## src/rtl/cla_pkg.sv

```systemverilog
// rtl/cla_pkg.sv - shared defaults and carry-lookahead helper for cla_pipe_addsub
package cla_pkg;
  localparam int DEF_WIDTH  = 32;
  localparam int DEF_BLK    = 4;
  localparam int DEF_STAGES = 2;
  localparam int DEF_SW     = DEF_WIDTH / DEF_STAGES;
  localparam int DEF_NBLK   = DEF_SW / DEF_BLK;
  // Largest lookahead fan-in supported: bits per block and blocks per slice.
  localparam int MAXN = 16;

  // Fully expanded lookahead: c[j+1] = g[j] | p[j]g[j-1] | ... | p[j..0]c0.
  function automatic logic [MAXN:0] lookahead(input logic [MAXN-1:0] p,
                                              input logic [MAXN-1:0] g,
                                              input logic c0,
                                              input int n);
    logic [MAXN:0] c;
    logic term;
    c = '0;
    c[0] = c0;
    for (int j = 0; j < MAXN; j++) begin
      if (j < n) begin
        term = c0;
        for (int k = 0; k < MAXN; k++) if (k <= j) term = term & p[k];
        c[j+1] = term;
        for (int i = 0; i < MAXN; i++) begin
          if (i <= j) begin
            term = g[i];
            for (int k = 0; k < MAXN; k++) if (k > i && k <= j) term = term & p[k];
            c[j+1] = c[j+1] | term;
          end
        end
      end
    end
    return c;
  endfunction
endpackage

```

## src/rtl/cla_pipe_addsub_block.sv

```systemverilog
// rtl/cla_pipe_addsub_block.sv - combinational BLK-bit lookahead block (cla_block)
module cla_block
  import cla_pkg::*;
#(
  parameter int BLK = DEF_BLK
) (
  input  logic [BLK-1:0] a,
  input  logic [BLK-1:0] b,
  input  logic           ci,
  output logic [BLK-1:0] s,
  output logic           p,
  output logic           g,
  output logic           co
);
  logic [BLK-1:0] pv;
  logic [BLK-1:0] gv;
  logic [BLK:0]   c;
  logic           term;

  assign pv = a ^ b;
  assign gv = a & b;
  assign c  = (BLK+1)'(lookahead(MAXN'(pv), MAXN'(gv), ci, BLK));
  assign s  = pv ^ c[BLK-1:0];
  assign p  = &pv;
  assign co = c[BLK];

  always_comb begin
    g    = 1'b0;
    term = 1'b0;
    for (int i = 0; i < BLK; i++) begin
      term = gv[i];
      for (int k = 0; k < BLK; k++) if (k > i) term = term & pv[k];
      g = g | term;
    end
  end
endmodule

```

## src/rtl/cla_pipe_addsub.sv

```systemverilog
// rtl/cla_pipe_addsub.sv - pipelined carry-lookahead adder/subtractor, one slice per stage
module cla_pipe_addsub
  import cla_pkg::*;
#(
  parameter int WIDTH  = DEF_WIDTH,
  parameter int BLK    = DEF_BLK,
  parameter int STAGES = DEF_STAGES
) (
  input  logic             clk,
  input  logic             rst,
  input  logic             in_valid,
  output logic             in_ready,
  input  logic [WIDTH-1:0] a,
  input  logic [WIDTH-1:0] b,
  input  logic             cin,
  input  logic             sub,
  output logic             out_valid,
  input  logic             out_ready,
  output logic [WIDTH-1:0] sum,
  output logic             cout,
  output logic             ovf
);
  localparam int SW   = WIDTH / STAGES;
  localparam int NBLK = SW / BLK;
  localparam int LAST = STAGES - 1;
  localparam int NR   = (STAGES > 1) ? STAGES - 1 : 1;

  if (WIDTH % (STAGES * BLK) != 0) begin : g_bad_width
    $error("cla_pipe_addsub: WIDTH must be a multiple of STAGES*BLK");
  end
  if (NBLK > MAXN || BLK > MAXN) begin : g_bad_fanin
    $error("cla_pipe_addsub: lookahead fan-in exceeds MAXN");
  end

  logic             adv;
  logic [WIDTH-1:0] op_x [STAGES];
  logic [WIDTH-1:0] op_b [STAGES];
  logic             op_c [STAGES];
  logic             op_v [STAGES];
  logic [WIDTH-1:0] nx   [STAGES];
  logic             nc   [STAGES];
  logic [WIDTH-1:0] nb   [NR];
  logic             c_msb;

  // rx rotates: the unconsumed slices of a shift down while finished sums enter at the top.
  logic [WIDTH-1:0] rx [STAGES];
  logic [WIDTH-1:0] rb [NR];
  logic             rc [STAGES];
  logic             rv [STAGES];
  logic             r_ovf;

  assign adv      = !rv[LAST] | out_ready;
  assign in_ready = adv;

  for (genvar k = 0; k < STAGES; k++) begin : g_stage
    if (k == 0) begin : g_in
      assign op_x[k] = a;
      assign op_b[k] = sub ? ~b : b;
      assign op_c[k] = sub | cin;
      assign op_v[k] = in_valid;
    end else begin : g_mid
      assign op_x[k] = rx[k-1];
      assign op_b[k] = rb[k-1];
      assign op_c[k] = rc[k-1];
      assign op_v[k] = rv[k-1];
    end

    logic [NBLK-1:0] bp;
    logic [NBLK-1:0] bg;
    logic [NBLK-1:0] bco;
    logic [NBLK:0]   bc;
    logic [SW-1:0]   ss;

    assign bc = (NBLK+1)'(lookahead(MAXN'(bp), MAXN'(bg), op_c[k], NBLK));

    for (genvar j = 0; j < NBLK; j++) begin : g_blk
      cla_block #(.BLK(BLK)) u_blk (
        .a  (op_x[k][j*BLK +: BLK]),
        .b  (op_b[k][j*BLK +: BLK]),
        .ci (bc[j]),
        .s  (ss[j*BLK +: BLK]),
        .p  (bp[j]),
        .g  (bg[j]),
        .co (bco[j])
      );
    end

    // Each block's local carry-out must agree with the slice lookahead.
    assert property (@(posedge clk) disable iff (rst) bco == bc[NBLK:1]);

    assign nx[k] = (op_x[k] >> SW) | (WIDTH'(ss) << (WIDTH - SW));
    assign nc[k] = bc[NBLK];

    if (k < LAST) begin : g_fwd
      assign nb[k] = op_b[k] >> SW;
    end
    if (k == LAST) begin : g_msb
      assign c_msb = ss[SW-1] ^ op_x[k][SW-1] ^ op_b[k][SW-1];
    end
  end

  always_ff @(posedge clk or posedge rst) begin
    if (rst) begin
      for (int k = 0; k < STAGES; k++) begin
        rx[k] <= '0;
        rc[k] <= 1'b0;
        rv[k] <= 1'b0;
      end
      for (int i = 0; i < NR; i++) rb[i] <= '0;
      r_ovf <= 1'b0;
    end else if (adv) begin
      for (int k = 0; k < STAGES; k++) begin
        rx[k] <= nx[k];
        rc[k] <= nc[k];
        rv[k] <= op_v[k];
      end
      for (int i = 0; i < LAST; i++) rb[i] <= nb[i];
      r_ovf <= c_msb ^ nc[LAST];
    end
  end

  assign out_valid = rv[LAST];
  assign sum       = rx[LAST];
  assign cout      = rc[LAST];
  assign ovf       = r_ovf;
endmodule

```

## config.mk

```make
export PLATFORM = sky130hd
export DESIGN_NAME = cla_pipe_addsub
export DESIGN_NICKNAME = d
export VERILOG_FILES = /design/src/rtl/cla_pkg.sv /design/src/rtl/cla_pipe_addsub_block.sv /design/src/rtl/cla_pipe_addsub.sv
export SDC_FILE = /design/constraint.sdc
export NUM_CORES = 1
export LEC_CHECK = 0
export BUFFER_PORTS_ARGS = -buffer_cell sky130_fd_sc_hd__buf_4
export CORE_MARGIN = 3
export CORE_UTILIZATION = 39
export CTS_CLUSTER_DIAMETER = 200
export DETAILED_ROUTE_END_ITERATION = 12
export GPL_TIMING_DRIVEN = 1
export PLACE_DENSITY = 0.59
export SLEW_MARGIN = 20
export SYNTH_ARGS = -nofsm -noshare
export SYNTH_HDL_FRONTEND = slang
export SYNTH_SLANG_ARGS = --single-unit
```

## constraint.sdc

```tcl
create_clock -name clk -period 3.5 [get_ports clk]
set_input_delay 0.175 -clock clk [delete_from_list [all_inputs] [get_ports clk]]
set_output_delay 0.175 -clock clk [all_outputs]
set_load 0.01 [all_outputs]
```

# --- Word level (Yosys, flattened, before mapping) ---
# Index checks and enable logic that the tools add are counted.
# Widths: inputs -> output; s select.
op_classes:
  mux: 1
  bitwise_logic: 216
  reduce_logical: 9
ops:
  columns: ["operator", "count"]
  rows:
  - ["$or 1x1->1", 94]
  - ["$and 1x1->1", 92]
  - ["$or 16x32->32", 2]
  - ["$xor 4x4->4", 16]
  - ["$and 4x4->4", 8]
  - ["$mux 32", 1]
  - ["$not 32->32", 1]
  - ["$reduce_and 4->1", 8]
  - ["$xor 1x1->1", 3]
  - ["$logic_not 1->1", 1]
totals:
  reg_bits: 85
  in_bits: 70
  elab_cells: 234

# --- Longest topological paths before layout ---
depth:
  ltp_word: 22
  mapped_depth: 15

# --- By module ---
# A second synthesis with hierarchy kept.
hier_totals:
  cells_unflattened: 435
  area_unflattened_um2: 5044.8
by_module_without_submodules:
  columns: ["module", "instances", "cells_per_inst", "area_each_um2", "seq_area_each_um2"]
  rows:
  - ["cla_pipe_addsub", 1, 263, 3588.4, 2127.0]
  - ["cla_block (g_stage[0].g_blk[3].u_blk ...)", 5, 23, 187.7, 0.0]
  - ["cla_block (g_stage[0].g_blk[0].u_blk ...)", 3, 19, 172.7, 0.0]

# --- Worst setup path before layout ---
# No wires, ideal clock.
synth_path:
  path_kind: "flip-flop to flip-flop"
  startpoint: "register rb[2] (netlist name)"
  endpoint: "register r_ovf (netlist: ovf)"
  arrival_ns: 3.198
  path_slack_ns: 0.173
  path_stages_with_launch: 13
  n_path_buf: 0
  cell_sequence: "dfrtp_1 -> ha_1 -> a211o_1 -> a31o_1 -> a21oi_1 -> nand2_1 -> a221o_1 -> ha_1 -> or2_1 -> a31oi_2 -> xnor3_1 -> a2111oi_4 -> nor3_2"
synth_via:
  elab_chain_cells: 21
synth_lines:
  columns: ["item", "line_no", "text"]
  rows:
  - ["from (decl)", "cla_pipe_addsub.sv:47", "logic [WIDTH-1:0] rb [NR];"]
  - ["$xor 4x4->4", "cla_pipe_addsub_block.sv:20", "assign pv = a ^ b;"]
  - ["$and 1x1->1", "cla_pipe_addsub_block.sv:32", "for (int k = 0; k < BLK; k++) if (k > i) term = term & pv[k];"]
  - ["$and 1x1->1", null, null]
  - ["$or 1x1->1 (3 in series)", "cla_pipe_addsub_block.sv:33", "g = g | term;"]
  - ["$and 1x1->1 (2 in series)", "cla_pkg.sv:28", "for (int k = 0; k < MAXN; k++) if (k > i && k <= j) term = term & p[k];"]
  - ["$or 1x1->1 (3 in series)", "cla_pkg.sv:29", "c[j+1] = c[j+1] | term;"]
  - ["$and 1x1->1", "cla_pkg.sv:23", "for (int k = 0; k < MAXN; k++) if (k <= j) term = term & p[k];"]
  - ["$and 1x1->1 (2 in series)", null, null]
  - ["$or 1x1->1 (3 in series)", "cla_pkg.sv:29", null]
  - ["$xor 4x4->4", "cla_pipe_addsub_block.sv:23", "assign s = pv ^ c[BLK-1:0];"]
  - ["$xor 1x1->1 (2 in series)", "cla_pipe_addsub.sv:98", "assign c_msb = ss[SW-1] ^ op_x[k][SW-1] ^ op_b[k][SW-1];"]
  - ["$xor 1x1->1 (*)", "cla_pipe_addsub.sv:118", "r_ovf <= c_msb ^ nc[LAST];"]
  - ["to (signal assigned)", "cla_pipe_addsub.sv:118", null]
  - ["to (decl)", "cla_pipe_addsub.sv:50", "logic r_ovf;"]
# Every way passes the cells marked *; elsewhere a longest branch is shown, timed or not.
# A chain may end at the register's enable or synchronous reset.

# --- Final worst setup path ---
# Ends and elaborated chain as after synthesis.

==> results.py <==
metrics = {
    "worst_setup_path": {
        "worstPathRequired_ns": 3.71,
        "crit_arrival_ns": 3.56,
        "r2r-start": "rb[2]",
        "r2r_end": "ovf",
        "critPathKind": "reg -> reg",
        "cp_max_fo": 3,
        "rr_worst_depth": 12,
        "crit_path_end_kind": "flop",
        "start_kind": "flop",
        "reg2reg_slack_ns": 0.15,
    },
    "power_and_ir_drop": {
        "p_per_area_nw_per_um2": 620,
        "seqPwrFrac_pct": 37.5,
        "irDropWorstVdd_uv": 298,
        "power_leakage_nw": 3.08,
        "switching_power_mw": 1.27,
        "combPwrFrac_pct": 36.2,
        "switching_share_pct": 33.1,
        "clock_power_share_pct": 26.4,
        "p_int_mw": 2.56,
    },
    "yosys": {
        "ys_ff_latch": 85,
        "ys_seq_area_share_pct": 43.8,
        "syn-num-nets": 647,
        "synthCells": 529,
        "avgSynthCellArea_sq_um": 9.18,
        "ys.flop_type": "dfrtp_1",
        "synth_cell_types": 37,
        "async_flop_share_pct": 100,
        "ys_warn_count": 0,
        "synth_edf_count": 0,
        "synth_area_sq_um": 4860,
    },
    "floorplan": {
        "die_w_um": 118,
        "io_pins": 106,
        "core_sq_um": 12100,
        "fp-row-count": 40,
        "initial_core_util_pct": 40.1,
        "die_height_um": 118,
        "dieArea_sq_um": 13800,
    },
    "grt": {
        "gr-total-overflow": 0,
        "grt_pass1_wl_um": 18100,
        "antenna_found_initial": 0,
        "grt_use_total_pct": 15.9,
        "grt_max_degree": 56,
        "grt_pass1_vias": 3801,
    },
    "clock_tree": {
        "clkLatencyLatePin_ns": 0.34,
        "clock_path_buffers": 2,
        "cts_buffers": 9,
        "h-tree-depth": 3,
        "clockRootBuffer": "clkbuf_16",
        "clock-sinks": 85,
        "path_clk_slew_ns": 0.07,
        "cts_setup_buffers": 0,
        "cts_tree": "built",
    },
    "route": {
        "detail-route-antenna-nets": 0,
        "wirelength_um": 10600,
        "wire_per_inst_um": 13.2,
        "dr_total_vias": 3805,
        "drt_iter0_drc": 250,
        "drcViolationCount": 0,
        "drt_first_pass_iters": 4,
        "via_per_inst": 4.73,
    },
    "sta": {
        "fin_setup_tns_ns": 0,
        "worst_pin_slew_ns": 0.893,
        "layout_setup_ws_ns": 0.151,
        "rsz0062_at_grt": "no",
        "fin_crit_ns": 3.35,
        "finalHoldViolCount": 0,
        "setup_viol": 0,
        "hold_ws_ns": 0.0353,
        "relSlewSlack_pct": 40.4,
        "drv_slew": 0,
        "period_share_pct": 95.7,
        "max_freq_mhz": 299,
        "final.setup_skew_ns": 0.00598,
    },
    "placement": {
        "dp_slack_ns": -0.0308,
        "io_buffer_count": 105,
        "place.gp.congestion": 0.834,
        "place_hpwl_um": 8070,
    },
    "outcome": {
        "status": "finished clean",
    },
    "flow_run": {
        "cap_violations": 0,
    },
    "final_layout": {
        "nets": 749,
        "num_antenna_cells": 0,
        "syn_to_final_growth_pct": 27.0,
        "final_core_util_pct": 50.9,
        "drive_gt1_share_pct": 21.4,
    },
    "min_path": {
        "min-delay-start": "in_valid",
        "hp-class": "in -> reg",
        "hold_end": "op_v[0]",
        "hold_depth": 3,
    },
}
-- how the worst max path moves through the flow --
| stage | endpoint | from | slack, ns | depth (start not counted) |
|---|---|---|---|---|
| 6_report | ovf | rb[2] | 0.15 | 12 |
| 5_1_grt | ovf | rb[2] | 0.02 | 12 |
| 4_1_cts | ovf | rb[2] | 0.07 | 12 |
| 3_5_place_dp | ovf | rb[2] | -0.03 | 12 |
| 3_3_place_gp | ovf | rb[2] | 0.06 | 12 |
| 2_1_floorplan | ovf | rb[2] | 0.17 | 12 |
-- flip-flops by register name, summed over array words and instances, names as in the netlist --
register / flops
g_stage.bc: 1
cout: 1
rb: 16
op_v: 1
ovf: 1
sum: 32
op_x: 32
out_valid: 1
-- critical path, stage by stage, from the launching register on --
cell       delay, ns
dfrtp_1         0.39
ha_1            0.31
a211o_1         0.29
a31o_1          0.23
a21oi_2         0.17
nand2_1         0.08
a221o_1         0.35
ha_1            0.22
or2_1           0.27
a31oi_4         0.22
xnor3_2         0.32
a2111oi_4       0.30
nor3_2          0.08
-- layout by cell type (no fill, tap or decap), drive strengths merged, types with 2 or more instances in the layout --
master	instances
nand2	159
buf	112
dfrtp	85
ha	40
o21ai	34
xor2	30
nor2	26
a21oi	26
xnor2	21
o21a	16
inv	15
clkbuf	10
nor3	9
fa	8
o31ai	7
a21o	6
clkinv	5
nand4	4
nand2b	3
a211o	2
nand3	2
bufinv	2
or2	2
a31oi	2
-- Yosys cell counts, types with 2 or more instances --
master	number	area share (%)
dfrtp_1	85	44
a21oi_1	26	2.7
nor3_1	8	0.82
o31ai_1	7	1.1
clkbuf_1	17	1.3
a21o_1	6	0.93
inv_1	15	1.2
nand2_1	159	12
o21a_1	16	2.5
nand2b_1	3	0.39
nand4_1	4	0.52
a211o_1	2	0.36
fa_1	8	3.3
xor2_1	30	5.4
o21ai_0	29	3.0
xnor2_1	21	3.8
o21ai_1	5	0.52
buf_2	4	0.41
nor2_1	26	2.0
nand3_1	2	0.21
ha_1	40	10
-- final cells by class --
class,count,area [sq um]
Sequential cell,85,2130
Clock inverter,6,87.6
Timing Repair Buffer,113,851
Fill cell,1176,5940
Multi-Input combinational cell,406,2600
Clock buffer,10,229
Inverter,16,61.3
Tap cell,168,210
-- power by group through the flow --
stage               sequential, mW  clock (mW)  combinational (mW)
finish                        1.43        1.01                1.38
global route                  1.47        1.08                1.56
CTS                           1.44        1.04                1.40
detailed placement            1.46           0                1.39
global placement              1.44           0                1.36
floorplan                     1.50           0               0.792
-- timing repair --
item,in CTS,in global routing
endpoints found under the hold margin,25,0
pin swaps,1,0
cloned,0,0
resized for setup,1,2
endpoints found under the setup margin,1,1
hold buffers,1,0
-- cells by family (layout without fill, tap and decap cells) --
kind of cell               Yosys count  in the layout  share of synthesized area (%)
muxes                                1              1                          0.206
and+or+nand+nor                    207            207                           17.0
AOI/OAI and AO/OA                   98             98                           12.7
DFF                                 85             85                           43.8
xor gates and xnor gates            52             52                           9.66
buffers and inverters               38            145                           3.04
adders and majority gates           48             48                           13.6
-- through the flow --
step	instance area (sq um)	instances	total power [mW]
3_5_place_dp	5830	787	2.85
4_1_cts	6160	804	3.88
2_1_floorplan	4860	529	2.29
3_3_place_gp	5830	787	2.80
6_report	6170	804	3.82
5_1_grt	6170	804	4.11
-- metal layers --
metal | global-route usage [%] | up-vias | share of wire (%)
met5 | 0 | - | 0
met4 | 5.71 | 0 | 1.9
met3 | 4.23 | 17 | 6.1
met2 | 24.6 | 95 | 44
met1 | 21.6 | 1739 | 48
li1 | - | 1954 | -
Power figures use the tool's default switching activity.
